**config.mk**
```make
export PLATFORM = sky130hd
export DESIGN_NAME = regfile_wb_arbiter
export DESIGN_NICKNAME = d
export VERILOG_FILES = /design/src/rtl/rf_pkg.sv /design/src/rtl/wb_pend_queue.sv /design/src/rtl/regfile_wb_arbiter.sv
export SDC_FILE = /design/constraint.sdc
export NUM_CORES = 1
export LEC_CHECK = 0
export ABC_AREA = 1
export CAP_MARGIN = 20
export CELL_PAD_IN_SITES_DETAIL_PLACEMENT = 1
export CELL_PAD_IN_SITES_GLOBAL_PLACEMENT = 1
export CORE_AREA = 2 2 169 171
export CTS_CLUSTER_SIZE = 40
export DETAILED_ROUTE_END_ITERATION = 8
export DIE_AREA = 0 0 171 173
export PLACE_DENSITY = 0.63
export SYNTH_ARGS = -nofsm -noshare
export SYNTH_HDL_FRONTEND = slang
export SYNTH_SLANG_ARGS = --single-unit
```
**constraint.sdc**
```tcl
create_clock -name clk -period 3.7 [get_ports clk]
set_input_delay 0.74 -clock clk [delete_from_list [all_inputs] [get_ports clk]]
set_output_delay 0.74 -clock clk [all_outputs]
set_load 0.03 [all_outputs]
```
**src/rtl/rf_pkg.sv**
```systemverilog
// Shared constants and types for the register-file writeback arbiter.
package rf_pkg;

  localparam int unsigned DEF_ADDRESS_WIDTH = 5;
  localparam int unsigned DEF_DATA_WIDTH    = 32;
  localparam int unsigned REG_ZERO          = 0;

  typedef struct packed {
    logic [DEF_ADDRESS_WIDTH-1:0] addr;
    logic [DEF_DATA_WIDTH-1:0]    data;
  } wb_req_t;

  typedef enum logic [0:0] {
    NORMAL = 1'b0,
    FORCE  = 1'b1
  } arb_state_t;

endpackage

```
**src/rtl/wb_pend_queue.sv**
```systemverilog
// Ordered pending-writeback FIFO with per-entry live bits, address kill and
// a combinational pending-write query.
module wb_pend_queue
  import rf_pkg::*;
#(
  parameter int unsigned ADDRESS_WIDTH = DEF_ADDRESS_WIDTH,
  parameter int unsigned DATA_WIDTH    = DEF_DATA_WIDTH,
  parameter int unsigned DEPTH         = 4
) (
  input  logic                     clk,
  input  logic                     rst_n,
  input  logic                     push,
  input  logic [ADDRESS_WIDTH-1:0] push_addr,
  input  logic [DATA_WIDTH-1:0]    push_data,
  input  logic                     pop,
  input  logic                     kill,
  input  logic [ADDRESS_WIDTH-1:0] kill_addr,
  input  logic [ADDRESS_WIDTH-1:0] q_addr,
  output logic                     q_pending,
  output logic [ADDRESS_WIDTH-1:0] head_addr,
  output logic [DATA_WIDTH-1:0]    head_data,
  output logic                     head_live,
  output logic                     empty,
  output logic                     full
);

  localparam int unsigned PTR_W = $clog2(DEPTH);
  localparam int unsigned CNT_W = $clog2(DEPTH + 1);

  logic [ADDRESS_WIDTH-1:0] addr_q [DEPTH];
  logic [DATA_WIDTH-1:0]    data_q [DEPTH];
  logic [DEPTH-1:0]         live_q, live_d;
  logic [DEPTH-1:0]         in_queue;
  logic [PTR_W-1:0]         head_q, tail_q;
  logic [CNT_W-1:0]         count_q, count_d;
  logic                     push_live;

  assign empty     = (count_q == '0);
  assign full      = (count_q == CNT_W'(DEPTH));
  assign head_addr = addr_q[head_q];
  assign head_data = data_q[head_q];
  assign head_live = live_q[head_q];

  // x0 results are stored dead; a same-cycle kill also covers the incoming entry,
  // since the B result is older than the granted A write in program order.
  assign push_live = (push_addr != ADDRESS_WIDTH'(REG_ZERO)) &&
                     !(kill && (kill_addr == push_addr));

  always_comb begin
    in_queue = '0;
    for (int unsigned i = 0; i < DEPTH; i++) begin
      logic [PTR_W-1:0] offset;
      offset = PTR_W'(i) - head_q;
      if (CNT_W'(offset) < count_q) in_queue[i] = 1'b1;
    end
  end

  always_comb begin
    live_d = live_q;
    for (int unsigned i = 0; i < DEPTH; i++) begin
      if (kill && in_queue[i] && (addr_q[i] == kill_addr)) live_d[i] = 1'b0;
    end
    if (pop)  live_d[head_q] = 1'b0;
    if (push) live_d[tail_q] = push_live;
  end

  always_comb begin
    count_d = count_q;
    case ({push, pop})
      2'b10:   count_d = count_q + CNT_W'(1);
      2'b01:   count_d = count_q - CNT_W'(1);
      default: count_d = count_q;
    endcase
  end

  always_comb begin
    q_pending = 1'b0;
    for (int unsigned i = 0; i < DEPTH; i++) begin
      if (live_q[i] && in_queue[i] && (addr_q[i] == q_addr)) q_pending = 1'b1;
    end
    if (q_addr == ADDRESS_WIDTH'(REG_ZERO)) q_pending = 1'b0;
  end

  always_ff @(posedge clk or negedge rst_n) begin
    if (!rst_n) begin
      head_q  <= '0;
      tail_q  <= '0;
      count_q <= '0;
      live_q  <= '0;
    end else begin
      if (push) tail_q <= tail_q + PTR_W'(1);
      if (pop)  head_q <= head_q + PTR_W'(1);
      count_q <= count_d;
      live_q  <= live_d;
    end
  end

  // Payload needs no reset: an entry is only consumed while its live bit is set.
  always_ff @(posedge clk) begin
    if (push) begin
      addr_q[tail_q] <= push_addr;
      data_q[tail_q] <= push_data;
    end
  end

endmodule

```
**src/rtl/regfile_wb_arbiter.sv**
```systemverilog
// Shares the register file write port between pipeline writeback (A) and a
// queued long-latency result stream (B), with starvation-bounded drain.
module regfile_wb_arbiter
  import rf_pkg::*;
#(
  parameter int unsigned ADDRESS_WIDTH = DEF_ADDRESS_WIDTH,
  parameter int unsigned DATA_WIDTH    = DEF_DATA_WIDTH,
  parameter int unsigned DEPTH         = 4,
  parameter int unsigned STARVE_LIMIT  = 8
) (
  input  logic                     clk,
  input  logic                     rst_n,
  input  logic                     a_valid,
  output logic                     a_ready,
  input  logic [ADDRESS_WIDTH-1:0] a_addr,
  input  logic [DATA_WIDTH-1:0]    a_data,
  input  logic                     b_valid,
  output logic                     b_ready,
  input  logic [ADDRESS_WIDTH-1:0] b_addr,
  input  logic [DATA_WIDTH-1:0]    b_data,
  input  logic [ADDRESS_WIDTH-1:0] q_addr,
  output logic                     q_pending,
  output logic                     wb_we,
  output logic [ADDRESS_WIDTH-1:0] wb_addr,
  output logic [DATA_WIDTH-1:0]    wb_data
);

  localparam int unsigned STARVE_W = $clog2(STARVE_LIMIT + 1);

  arb_state_t state_q, state_d;
  logic [STARVE_W-1:0]      starve_q, starve_d;
  logic                     wb_we_q, wb_we_d;
  logic [ADDRESS_WIDTH-1:0] wb_addr_q, wb_addr_d;
  logic [DATA_WIDTH-1:0]    wb_data_q, wb_data_d;

  logic                     q_empty, q_full, head_live;
  logic [ADDRESS_WIDTH-1:0] head_addr;
  logic [DATA_WIDTH-1:0]    head_data;
  logic                     a_grant, pop, push;

  assign a_ready = (state_q == NORMAL);
  assign b_ready = !q_full;
  assign push    = b_valid && !q_full;
  assign a_grant = (state_q == NORMAL) && a_valid;
  // In FORCE a_grant is low, so the head drains whenever the queue is non-empty.
  assign pop     = !q_empty && !a_grant;

  wb_pend_queue #(
    .ADDRESS_WIDTH (ADDRESS_WIDTH),
    .DATA_WIDTH    (DATA_WIDTH),
    .DEPTH         (DEPTH)
  ) u_queue (
    .clk       (clk),
    .rst_n     (rst_n),
    .push      (push),
    .push_addr (b_addr),
    .push_data (b_data),
    .pop       (pop),
    .kill      (a_grant),
    .kill_addr (a_addr),
    .q_addr    (q_addr),
    .q_pending (q_pending),
    .head_addr (head_addr),
    .head_data (head_data),
    .head_live (head_live),
    .empty     (q_empty),
    .full      (q_full)
  );

  always_comb begin
    if (pop || q_empty) begin
      starve_d = '0;
    end else if (a_grant && (starve_q != STARVE_W'(STARVE_LIMIT))) begin
      starve_d = starve_q + STARVE_W'(1);
    end else begin
      starve_d = starve_q;
    end
  end

  always_comb begin
    state_d = NORMAL;
    if ((state_q == NORMAL) && (starve_d == STARVE_W'(STARVE_LIMIT))) state_d = FORCE;
  end

  // Address/data only move on a real write so idle and suppressed cycles hold them.
  always_comb begin
    wb_we_d   = 1'b0;
    wb_addr_d = wb_addr_q;
    wb_data_d = wb_data_q;
    if (a_grant) begin
      if (a_addr != ADDRESS_WIDTH'(REG_ZERO)) begin
        wb_we_d   = 1'b1;
        wb_addr_d = a_addr;
        wb_data_d = a_data;
      end
    end else if (pop && head_live) begin
      wb_we_d   = 1'b1;
      wb_addr_d = head_addr;
      wb_data_d = head_data;
    end
  end

  always_ff @(posedge clk or negedge rst_n) begin
    if (!rst_n) begin
      state_q   <= NORMAL;
      starve_q  <= '0;
      wb_we_q   <= 1'b0;
      wb_addr_q <= '0;
      wb_data_q <= '0;
    end else begin
      state_q   <= state_d;
      starve_q  <= starve_d;
      wb_we_q   <= wb_we_d;
      wb_addr_q <= wb_addr_d;
      wb_data_q <= wb_data_d;
    end
  end

  assign wb_we   = wb_we_q;
  assign wb_addr = wb_addr_q;
  assign wb_data = wb_data_q;

endmodule
```
## Word level (Yosys, flattened, before mapping)

Memories as Yosys holds them, arrays and structs flattened.
Cells that the tools add are included.

| cells by class | value |
|---|---|
| add/subtract/negate cells | 9 |
| magnitude comparators | 8 |
| eq/ne operators | 15 |
| mux-type cells | 37 |
| bitwise gates (word level) | 3 |
| reductions and logical operators | 38 |

Operators by type and width:

| operator | number |
|---|---|
| $mux W32 | 3 |
| $eq A5 B5 Y1 | 9 |
| $logic_and A1 B1 Y1 | 26 |
| $mux W1 | 22 |
| $mux W4 | 4 |
| $mux W5 | 3 |
| $lt A2 B3 Y1 | 4 |
| $reduce_bool A5 Y1 | 2 |
| $lt A2 B3 Y1 const B | 2 |
| $pmux W3 S2 | 1 |
| $logic_not A5 Y1 | 1 |
| $add A2 B1 Y2 const B | 2 |
| $add A4 B1 Y4 const B | 1 |
| $and A4 B4 Y4 | 1 |
| $bwmux W4 | 1 |
| $demux W1 S2 | 2 |
| $eq A4 B4 Y1 const B | 1 |
| $ge A2 B1 Y1 const B | 2 |
| $logic_not A1 Y1 | 4 |
| $ne A4 B4 Y1 const B | 1 |
| $not A4 Y4 | 1 |
| $reduce_bool A2 Y1 | 2 |
| $sub A1 B2 Y2 const A | 2 |
| $sub A2 B2 Y2 const A | 2 |
| other kinds (11) | 11 |

| word-level totals | value |
|---|---|
| register bits after elaboration | 54 |
| memory bits (writable) | 148 |
| input port bits | 83 |
| output and inout bits | 41 |
| logic and storage cells | 121 |
| memories | 2 |

Memory list:

| memory | depth | bits a word | rd ports | clocked after memory_dff | write ports | RTL line | RTL |
|---|---|---|---|---|---|---|---|
| u_queue.data_q | 4 | 32 | 1 | 0 | 1 | wb_pend_queue.sv:31 | `logic [DATA_WIDTH-1:0] data_q [DEPTH];` |
| u_queue.addr_q | 4 | 5 | 5 | 0 | 1 | wb_pend_queue.sv:30 | `logic [ADDRESS_WIDTH-1:0] addr_q [DEPTH];` |

## Logic depth before layout (Yosys ltp)

| depth | value |
|---|---|
| depth after elaboration | 10 |
| gate-level depth with buffers | 13 |
| gate-level depth less buffers | 12 |

## Hierarchy

Synthesis repeated with hierarchy kept, for this count alone.

| second synthesis, totals | value |
|---|---|
| cells, all modules | 938 |
| area, all modules | 9,228.9 um^2 |

Modules (own cells, without submodules):

| module | instances | cells each | area an instance (um^2) |
|---|---|---|---|
| wb_pend_queue | 1 | 613 | 6,942.9 |
| regfile_wb_arbiter | 1 | 325 | 2,285.9 |

## Worst setup path after synthesis

Ideal clock, no wire load.

| timing | value |
|---|---|
| path kind | register -> register |
| start | register u_queue.count_q[1] |
| end | memory u_queue.addr_q[0][0] (netlist bit) (enable) |
| data arrival time | 2,725 ps |
| data required time | 3,267 ps |
| slack | 542 ps |
| stages on the path, launching flop included | 6 |
| path buffers | 1 |
| cell sequence | dfrtp_1 inv_1 nand3_1 nand2_1 buf_2 nor2_1 |

| between the ends | value |
|---|---|
| cells in the longest elaborated chain, start to end | 5 |

Ends and longest elaborated chain:

| what | RTL line | RTL |
|---|---|---|
| start, declared | wb_pend_queue.sv:35 | `logic [CNT_W-1:0] count_q, count_d;` |
| start signal, assigned | wb_pend_queue.sv:93 | `count_q <= count_d;` |
| $eq A3 B3 Y1 | wb_pend_queue.sv:39 | `assign full = (count_q == CNT_W'(DEPTH));` |
| $logic_not A1 Y1 | -- |  |
| via b_ready | regfile_wb_arbiter.sv:18 | `output logic b_ready,` |
| $logic_and A1 B1 Y1 | regfile_wb_arbiter.sv:43 | `assign push = b_valid && !q_full;` |
| $mux W1 | wb_pend_queue.sv:100 | `if (push) begin` |
| $mux W1 (implied by the code) | wb_pend_queue.sv:101 | `addr_q[tail_q] <= push_addr;` |
| end, declared | wb_pend_queue.sv:30 |  |

The timed path passes the listed nets, and every way through them passes these cells.

## Final worst setup path

| timing | value |
|---|---|
| start | register u_queue.head_q[0] |
| end | output q_pending |

| between the ends | value |
|---|---|
| cells in the longest elaborated chain, start to end | 10 |
| elaborated cells between the ends (all ways) | 25 |
| those cells by class | add/sub (4); order compare (4); mux (9); reduce/logical (8) |

Ends and longest elaborated chain:

| what | RTL line | RTL |
|---|---|---|
| start, declared | wb_pend_queue.sv:34 | `logic [PTR_W-1:0] head_q, tail_q;` |
| start signal, assigned | wb_pend_queue.sv:92 | `if (pop) head_q <= head_q + PTR_W'(1);` |
| $sub A1 B2 Y2 | wb_pend_queue.sv:53 | `offset = PTR_W'(i) - head_q;` |
| $lt A2 B3 Y1 | wb_pend_queue.sv:54 | `if (CNT_W'(offset) < count_q) in_queue[i] = 1'b1;` |
| $mux W1 | wb_pend_queue.sv:54 |  |
| $logic_and A1 B1 Y1 (2 in series) | wb_pend_queue.sv:79 | `if (live_q[i] && in_queue[i] && (addr_q[i] == q_addr)) q_pending = 1'b1;` |
| $mux W1 (3 in series) | wb_pend_queue.sv:79 |  |
| $mux W1 * | wb_pend_queue.sv:79 |  |
| $mux W1 * | wb_pend_queue.sv:81 | `if (q_addr == ADDRESS_WIDTH'(REG_ZERO)) q_pending = 1'b0;` |
| end, declared | regfile_wb_arbiter.sv:22 | `output logic q_pending,` |

Mark *: on every way between the ends. The rest lies on a longest branch, timed or not.

==> impl_metrics.ini <==
[run_status]
status = complete, no violations

[cts]
cts_resized = 0
cts.sinks = 202
holdBufCountCts = 0
cts_root_buf = clkbuf_16
clk_pin_slew_ns = 0.06
clock_latency_ns = 0.50
cts_setup_buffers = 0
cts_inserted_buffers = 23
cts_tree = built
htreeDepth = 1
clock_tree.buffer_depth = 3

[power]
p_sw_share_pct = 38.2
leakage_nw = 4.86
power_density_mw_per_mm2 = 781
p_clk_share_pct = 25.4
combinationalPowerShare_pct = 37.9
p_sw_w = 0.00350
irDropWorstVdd_uv = 353
seqPwrFrac_pct = 36.7
intPower_w = 0.00566

[timing]
setup_viol = 0
finClkSkew_ns = 0.0108
fmax_mhz = 307
slew_viol_final = 0
rsz0062_at_grt = false
hold_violations = 0
period_minus_slack_ns = 3.26
slew_headroom_pct = 35.8
hold_slack_ns = 0.243
finalSetupTns_ns = 0
worst_pin_slew_ns = 0.963
post-route-period-util_pct = 88.2

[synth]
synth_area_leaders = edfxtp_1 (47%), nand2_1 (15%), dfrtp_1 (14%)
synth_cell_types = 30
synth-seq-area-share_pct = 61.9
synth_warnings = 0
synthMostInstantiatedCell = nand2_1
yosys.area.top_type = edfxtp_1
synthArstFlopShare_pct = 26.7
ys_ff_latch = 202
synth_top_cell_area_share_pct = 47.5
synthesis.nets = 1071
synth_edf_count = 148
synthFlopType = edfxtp_1
syn_area_per_cell_um2 = 9.63
synth_area_mm2 = 0.00936
syn_inst = 972
synthTopCellsByCount = nand2_1 (375), nand3_1 (151), edfxtp_1 (148)

[worst_setup_path]
r2r_setup_slack_ns = 1.19
start_kind = flip-flop
criticalPathCategory = reg2out
cp_max_fo = 73
worst_setup_path_end_kind = output pin
required_ns = 2.96
arrival_ns = 2.52

[routing]
met1_length_um = 12600
first_iter_violations = 316
drt-total-wl_um = 27200
ant_nets = 0
top_layer = met4
met2_length_um = 13000
wl_met3_um = 1060
drt_first_pass_iters = 5
wl_per_cell_um = 18.3
drc_errors = 0
vias = 7233
via_per_inst = 4.88

[global_route]
grt_pass1_wl_um = 43300
grt_overflow = 0
grt_pass1_vias = 7695
track_usage_pct = 18.7
antenna_found_initial = 0
grt_max_degree = 86

[floorplanning]
die_width_um = 171
initial_core_util_pct = 33.9
design.die.area_mm2 = 0.0296
core_area_mm2 = 0.0276
die_h_um = 173
row_count = 61
ioPinCount = 124

[cells_and_area]
design_area_mm2 = 0.0117
drive_above_1_share_pct = 6.24
fillCellCount = 3210
area_growth_pct = 25.2
antenna_cells = 0
finalNetCount = 1188

[placement]
place.gp.congestion = 0.833
placed_cell_area_mm2 = 0.0110
dp_hpwl_um = 17100
portBuffers = 123

[flow_run]
cap_violations = 0

[worst_hold_path]
hold_path.class = in2async
-- state kept, by name, indices dropped and copies added (netlist names) --
signal and count:
u_queue.live_q 4, u_queue.data_q 128, u_queue.addr_q 20, u_queue.head_q 2, starve_q 4, u_queue.tail_q 2
wb_we 1, state_q 1, u_queue.count_q 3, wb_data 32, wb_addr 5
-- worst max-delay path, stage by stage, from the launching register on --
cell     delay [ns]
dfrtp_2        0.41
inv_2          0.06
buf_4          0.64
nand2_1        0.16
nand3_1        0.11
nand2_1        0.08
nor2_1         0.14
nand2_1        0.07
nand2_1        0.07
nor2_1         0.04
nor2_1         0.08
buf_4          0.16
-- metal layers --
layer  vias up  global-route usage, %
met5         -                      0
met4         0                   4.31
met2       136                   31.4
met3        45                   2.75
met1      3570                   25.6
li1       3482                      -
-- cells in the final DEF, fill, tap and decap left out, types with 15 or more instances in the layout --
| master | netlist | layout |
|---|---|---|
| nand2_1 | 375 | 374 |
| nand3_1 | 151 | 151 |
| edfxtp_1 | 148 | 148 |
| clkdlybuf4s50_1 | 0 | 121 |
| dfrtp_1 | 54 | 52 |
| inv_1 | 47 | 46 |
| nor2_1 | 37 | 33 |
| o21ai_0 | 25 | 25 |
| clkbuf_16 | 0 | 23 |
| a21oi_1 | 21 | 21 |
| ha_1 | 15 | 15 |
| buf_4 | 1 | 15 |
-- layout make-up --
cell class	count	area, um^2	area share, %
sequential	202	5800	49.5
multi-input combinational	669	3120	26.6
timing repair buffer	139	1370	11.7
clock buffer	33	623	5.32
tap	378	473	4.03
inverter	54	203	1.73
clock inverter	8	141	1.21
-- cells by family after synthesis --
logic type                 share of synthesized area (%)
xor gates and xnor gates                            1.40
buffers and inverters                               5.27
adders and majority gates                           2.22
AOI/OAI and AO/OA                                   3.02
and+or+nand+nor                                     26.2
DFF                                                 61.9
-- worst paths after layout --
check | start | to | depth (start not counted)
min in group clk | wb_data[21] | wb_data[21] | 2
hold reg to reg | wb_data[21] | wb_data[21] | 2
setup reg to reg | u_queue.count_q[1] | u_queue.count_q[2] | 9
max in group asynchronous | rst_n | u_queue.head_q[0] | 2
setup / recovery | u_queue.head_q[0] | q_pending | 11
hold / removal | rst_n | u_queue.count_q[1] | 1
-- power groups by stage --
stage / Clock, W / Sequential [W] / Combinational (W)
floorplan: 0 / 0.00374 / 0.00184
global placement: 0 / 0.00339 / 0.00346
detailed placement: 0 / 0.00340 / 0.00353
CTS: 0.00237 / 0.00337 / 0.00354
global route: 0.00246 / 0.00342 / 0.00389
finish: 0.00233 / 0.00336 / 0.00347
-- per-stage QoR --
| stage | setup slack [ns] | utilization [%] | total power [W] | cells |
|---|---|---|---|---|
| 2_1_floorplan | 0.542 | - | 0.00558 | 972 |
| 3_3_place_gp | 0.828 | 39.7 | 0.00685 | 1442 |
| 5_1_grt | 0.161 | 42.4 | 0.00977 | 1483 |
| 6_report | 0.438 | 42.4 | 0.00916 | 1483 |
| 4_1_cts | 0.362 | 42.4 | 0.00928 | 1483 |
| 3_5_place_dp | 0.810 | 39.7 | 0.00693 | 1442 |
Power figures use the tool's default switching activity.
